### config.mk
export PLATFORM = sky130hd
export DESIGN_NAME = xwrgen2
export DESIGN_NICKNAME = d
export VERILOG_FILES = /design/src/rtl/xwrgen2.sv
export SDC_FILE = /design/constraint.sdc
export NUM_CORES = 1
export LEC_CHECK = 0
export ABC_AREA = 1
export CAP_MARGIN = 30
export CELL_PAD_IN_SITES_DETAIL_PLACEMENT = 0
export CELL_PAD_IN_SITES_GLOBAL_PLACEMENT = 2
export CORE_ASPECT_RATIO = 0.9
export CORE_MARGIN = 5
export CORE_UTILIZATION = 32
export CTS_CLUSTER_SIZE = 25
export DETAILED_ROUTE_END_ITERATION = 8
export PLACE_DENSITY_LB_ADDON = 0.25
export SLEW_MARGIN = 20
export SYNTH_ARGS = -nofsm -noshare
export SYNTH_HDL_FRONTEND = slang
export SYNTH_SLANG_ARGS = --single-unit
### constraint.sdc
create_clock -name clk -period 5 [get_ports clk]
set_input_delay 0.75 -clock clk [delete_from_list [all_inputs] [get_ports clk]]
set_output_delay 0.75 -clock clk [all_outputs]
set_load 0.01 [all_outputs]
### src/rtl/xwrgen2.sv
// xwrgen2: data-driven row/column/block write address generator for an FU output stream.
// Optional XWRGEN_DELAY_EN adds a delay port that drops the first delay accepted words after run.
module xwrgen2 #(
  parameter int MEM_ADDR_W = 10,
  parameter int PERIOD_W = 10,
  parameter int DATA_W = 32
) (
  input  logic                  clk,
  input  logic                  rst,
  input  logic                  run,
  input  logic [MEM_ADDR_W-1:0] iterations,
  input  logic [PERIOD_W-1:0]   duty,
  input  logic [MEM_ADDR_W-1:0] start,
  input  logic [MEM_ADDR_W-1:0] incr,
  input  logic [MEM_ADDR_W-1:0] shift,
  input  logic [MEM_ADDR_W-1:0] iterations2,
  input  logic [MEM_ADDR_W-1:0] incr2,
`ifdef XWRGEN_DELAY_EN
  input  logic [PERIOD_W-1:0]   delay,
`endif
  input  logic [DATA_W-1:0]     in_data,
  input  logic                  in_valid,
  output logic                  in_ready,
  output logic [MEM_ADDR_W-1:0] addr,
  output logic                  we,
  output logic [DATA_W-1:0]     data_out,
  output logic                  done
);
  typedef enum logic [1:0] {IDLE, RUN, DONE} state_t;
  state_t state, state_nx;
  logic [MEM_ADDR_W-1:0] addr_r, base_r, i, k;
  logic [PERIOD_W-1:0] j;
  logic acc, skip, wr, row_end, blk_end, last;
  assign in_ready = state == RUN;
  // a word arriving with run belongs to the aborted stream and is discarded
  assign acc = in_valid && in_ready && !run;
  assign wr = acc && !skip;
  assign row_end = j == duty - PERIOD_W'(1);
  assign blk_end = row_end && i == iterations - MEM_ADDR_W'(1);
  assign last = blk_end && k == iterations2 - MEM_ADDR_W'(1);
`ifdef XWRGEN_DELAY_EN
  logic [PERIOD_W-1:0] dcnt;
  assign skip = dcnt < delay;
  always_ff @(posedge clk or posedge rst)
    if (rst) dcnt <= '0;
    else if (run) dcnt <= '0;
    else if (acc && skip) dcnt <= dcnt + PERIOD_W'(1);
`else
  assign skip = 1'b0;
`endif
  always_comb
    state_nx = run ? ((|duty && |iterations && |iterations2) ? RUN : DONE) :
               (wr && last) ? DONE :
               (state == DONE) ? IDLE : state;
  always_ff @(posedge clk or posedge rst)
    if (rst) begin
      state <= IDLE;
      addr <= '0;
      we <= 1'b0;
      data_out <= '0;
      done <= 1'b1;
      addr_r <= '0;
      base_r <= '0;
      i <= '0;
      j <= '0;
      k <= '0;
    end else begin
      state <= state_nx;
      we <= wr;
      done <= run ? 1'b0 : (state == DONE) ? 1'b1 : done;
      if (wr) begin
        addr <= addr_r;
        data_out <= in_data;
      end
      if (run) begin
        addr_r <= start;
        base_r <= start;
        i <= '0;
        j <= '0;
        k <= '0;
      end else if (wr) begin
        if (!row_end) begin
          addr_r <= addr_r + incr;
          j <= j + PERIOD_W'(1);
        end else if (!blk_end) begin
          addr_r <= addr_r + incr + shift;
          j <= '0;
          i <= i + MEM_ADDR_W'(1);
        end else if (!last) begin
          base_r <= base_r + incr2;
          addr_r <= base_r + incr2;
          j <= '0;
          i <= '0;
          k <= k + MEM_ADDR_W'(1);
        end
      end
    end
endmodule

==> impl_metrics.json <==
{
  "ys_seq_area_share_pct": 32.55,
  "htree_levels": 3,
  "cts_tree": "built",
  "die-area_mm2": 0.02622,
  "vias": 6844,
  "tns_ns": 0,
  "critPathMaxStageDelay_ns": 0.45,
  "dp_cells": 1444,
  "fp.dieH_um": 154.1,
  "io_pins": 151,
  "ant_nets": 0,
  "clk_pin_slew_ns": 0.07,
  "drive_gt1_share_pct": 7.911,
  "clock-sinks": 96,
  "worst_slack_ns": 1.415,
  "ys_seq_elements": 96,
  "synth_top_area_share_pct": 32.19,
  "crit_chain": "clkdlybuf4s50_1, ha_1, fa_1, nand3_1, nand2_1, xnor2_1, inv_1, ha_1, a21oi_1, o21ai_0, a21oi_1, nor2_1, nor2_1, xnor2_1, nand2_1, nand2_1, nand2_1, a21oi_1",
  "final.setup_skew_ns": 0.01095,
  "async_flop_share_pct": 100.0,
  "gp_congestion": 0.8240,
  "powerDensity_mw_per_mm2": 335.0,
  "n_fill_cell": 2372,
  "synth_cells": 1016,
  "cts_hold_buf": 0,
  "cp_top_family": "adder cells",
  "final_common_cell": "nand2_1",
  "yosys_warnings": 0,
  "period_share_pct": 71.70,
  "grt_max_degree": 42,
  "min_period_ns": 3.585,
  "setup_viol": 0,
  "ys_types": 46,
  "synth_top_area_cell": "dfrtp_1",
  "layout_common_cells": "290 x nand2_1, 150 x clkdlybuf4s50_1, 108 x nand3_1",
  "syn-num-nets": 1158,
  "instances_no_fill": 1460,
  "wl_per_cell_um": 15.00,
  "numCtsBuffers": 9,
  "fmax_ghz": 0.2790,
  "antenna_found_initial": 0,
  "path_class": "primary input to flip-flop",
  "grt_pass1_vias": 6932,
  "port_buffers": 150,
  "multi_input_area_mm2": 0.004443,
  "setup.worst_path.start_class": "primary input",
  "p_leak_nw": 4.305,
  "synth_area_leaders": "dfrtp_1 32%, nand2_1 15%, nand3_1 7.3%",
  "synth_edf_count": 0,
  "cts-resized-gates": 0,
  "hpwl_mm": 17.45,
  "drt_wl_total_mm": 21.90,
  "path_max_fanout": 5,
  "drc_errors": 0,
  "layout.nets": 1300,
  "rsz0062_at_grt": "no",
  "grt_pass1_wl_mm": 36.26,
  "relSlewSlack_pct": 45.65,
  "regArea_mm2": 0.002404,
  "max-vdd-ir-drop_mv": 0.1649,
  "die_w_um": 170.1,
  "grt_usage_pct": 16.99,
  "maxSlewViolCount": 0,
  "cpMostUsedCell": "nand2_1",
  "hold_viol_final": 0,
  "num_rows": 52,
  "antenna_cells": 0,
  "grt_remaining_overflow": 0,
  "placed_area_mm2": 0.009168,
  "initial_utilization_pct": 32.71,
  "critPathCaptureType": "flip-flop",
  "drv_cap": 0,
  "via_per_inst": 4.688,
  "areaGrowthSynthToFinish_pct": 28.52,
  "cp_num_buf_inv": 2,
  "hold_class": "flip-flop to flip-flop",
  "syn_avg_cell_area_um2": 7.268,
  "finalInstanceArea_mm2": 0.009490,
  "status": "completed",
  "crit_required_ns": 5.28,
  "worst_slew_pin_slew_ns": 0.8134,
  "drtIter0Drc": 383,
  "crit_arrival_ns": 3.87,
  "p_total_w": 0.003179,
  "core_mm2": 0.02258,
  "synth_area_mm2": 0.007385,
  "synth-main-ff-cell": "dfrtp_1",
  "insertion_delay_ns": 0.36,
  "dp_slack_ns": 1.047,
  "slowest_stage": "fa_1",
  "clockBufferDepth": 2,
  "drtPass1Iterations": 4,
  "post-cts-setup-buffers": 0,
  "cts-root-buf": "clkbuf_16"
}
-- cell usage after synthesis, types with 9 or more instances --
| cell type | instances |
|---|---|
| o21ai_0 | 32 |
| o21ai_1 | 17 |
| nand4_1 | 14 |
| nand3b_1 | 9 |
| xnor2_1 | 19 |
| mux2_2 | 42 |
| nand3_1 | 108 |
| clkbuf_1 | 9 |
| nand2_1 | 290 |
| nor2_1 | 101 |
| nor3_1 | 13 |
| dfrtp_1 | 95 |
| xor2_1 | 37 |
| a21oi_1 | 31 |
| inv_1 | 99 |
| ha_1 | 33 |
-- cell type report --
cell class	count	area share, %
tap	297	3.916
inverter	104	4.192
sequential	96	25.33
multi-input combinational	792	46.82
timing repair buffer	155	16.35
clock inverter	7	1.028
clock buffer	9	2.373
-- metrics by stage --
stage / hold slack [ns] / util [%]
final: 0.4824 / 42.04
after global routing: 0.5037 / 42.04
after CTS: 0.4873 / 42.04
after detailed placement: 0.4687 / 40.61
after global placement: 0.4615 / 40.52
after floorplan: 0.4459 / -
-- cell families (layout without fill, tap and decap cells) --
family | Yosys count | after routing | synth area share [%]
flops | 96 | 96 | 32.55
buf+inv | 128 | 275 | 7.387
simple gates | 565 | 565 | 33.45
xor+xnor | 58 | 58 | 7.167
fa+ha+maj | 36 | 36 | 6.405
compound gates | 91 | 91 | 6.642
mux | 42 | 42 | 6.405
-- tightest hold or removal path: stages (launching register included) --
cell and delay [ns]:
dfrtp_1 0.35, nand2_1 0.06, nand2_1 0.04
-- final timing paths --
path / from / end / slack [ns] / cells past startpoint
setup / recovery: incr[0] / addr_r[7]$_DFFE_PP0P_ / 1.42 / 18
hold reg to reg: base_r[6]$_DFFE_PP0P_ / base_r[6]$_DFFE_PP0P_ / 0.48 / 2
min in group asynchronous: rst / base_r[1]$_DFFE_PP0P_ / 0.80 / 2
max in group asynchronous: rst / i[6]$_DFFE_PP0P_ / 3.49 / 3
setup reg to reg: addr_r[0]$_DFFE_PP0P_ / addr_r[7]$_DFFE_PP0P_ / 1.83 / 17
hold / removal: base_r[6]$_DFFE_PP0P_ / base_r[6]$_DFFE_PP0P_ / 0.48 / 2
-- flip-flops by register name (all words and copies together), names as in the netlist --
register  count
j            10
we            1
data_out     32
base_r       10
state         2
addr         10
i            10
k            10
addr_r       10
done          1
-- per-layer routing --
| metal | GRT usage [%] | wire length [um] |
|---|---|---|
| met1 | 24.76 | 10930 |
| met5 | 0 | 0 |
| met2 | 26.58 | 9879 |
| met4 | 2.890 | 192 |
| met3 | 3.209 | 899 |
-- power by group --
part	switching, W	internal [W]	total, W
clock network	0.000361	0.000406	0.000767
registers	0.0000971	0.000912	0.00101
logic	0.000746	0.000657	0.00140
(Power assumes the default switching activity.)
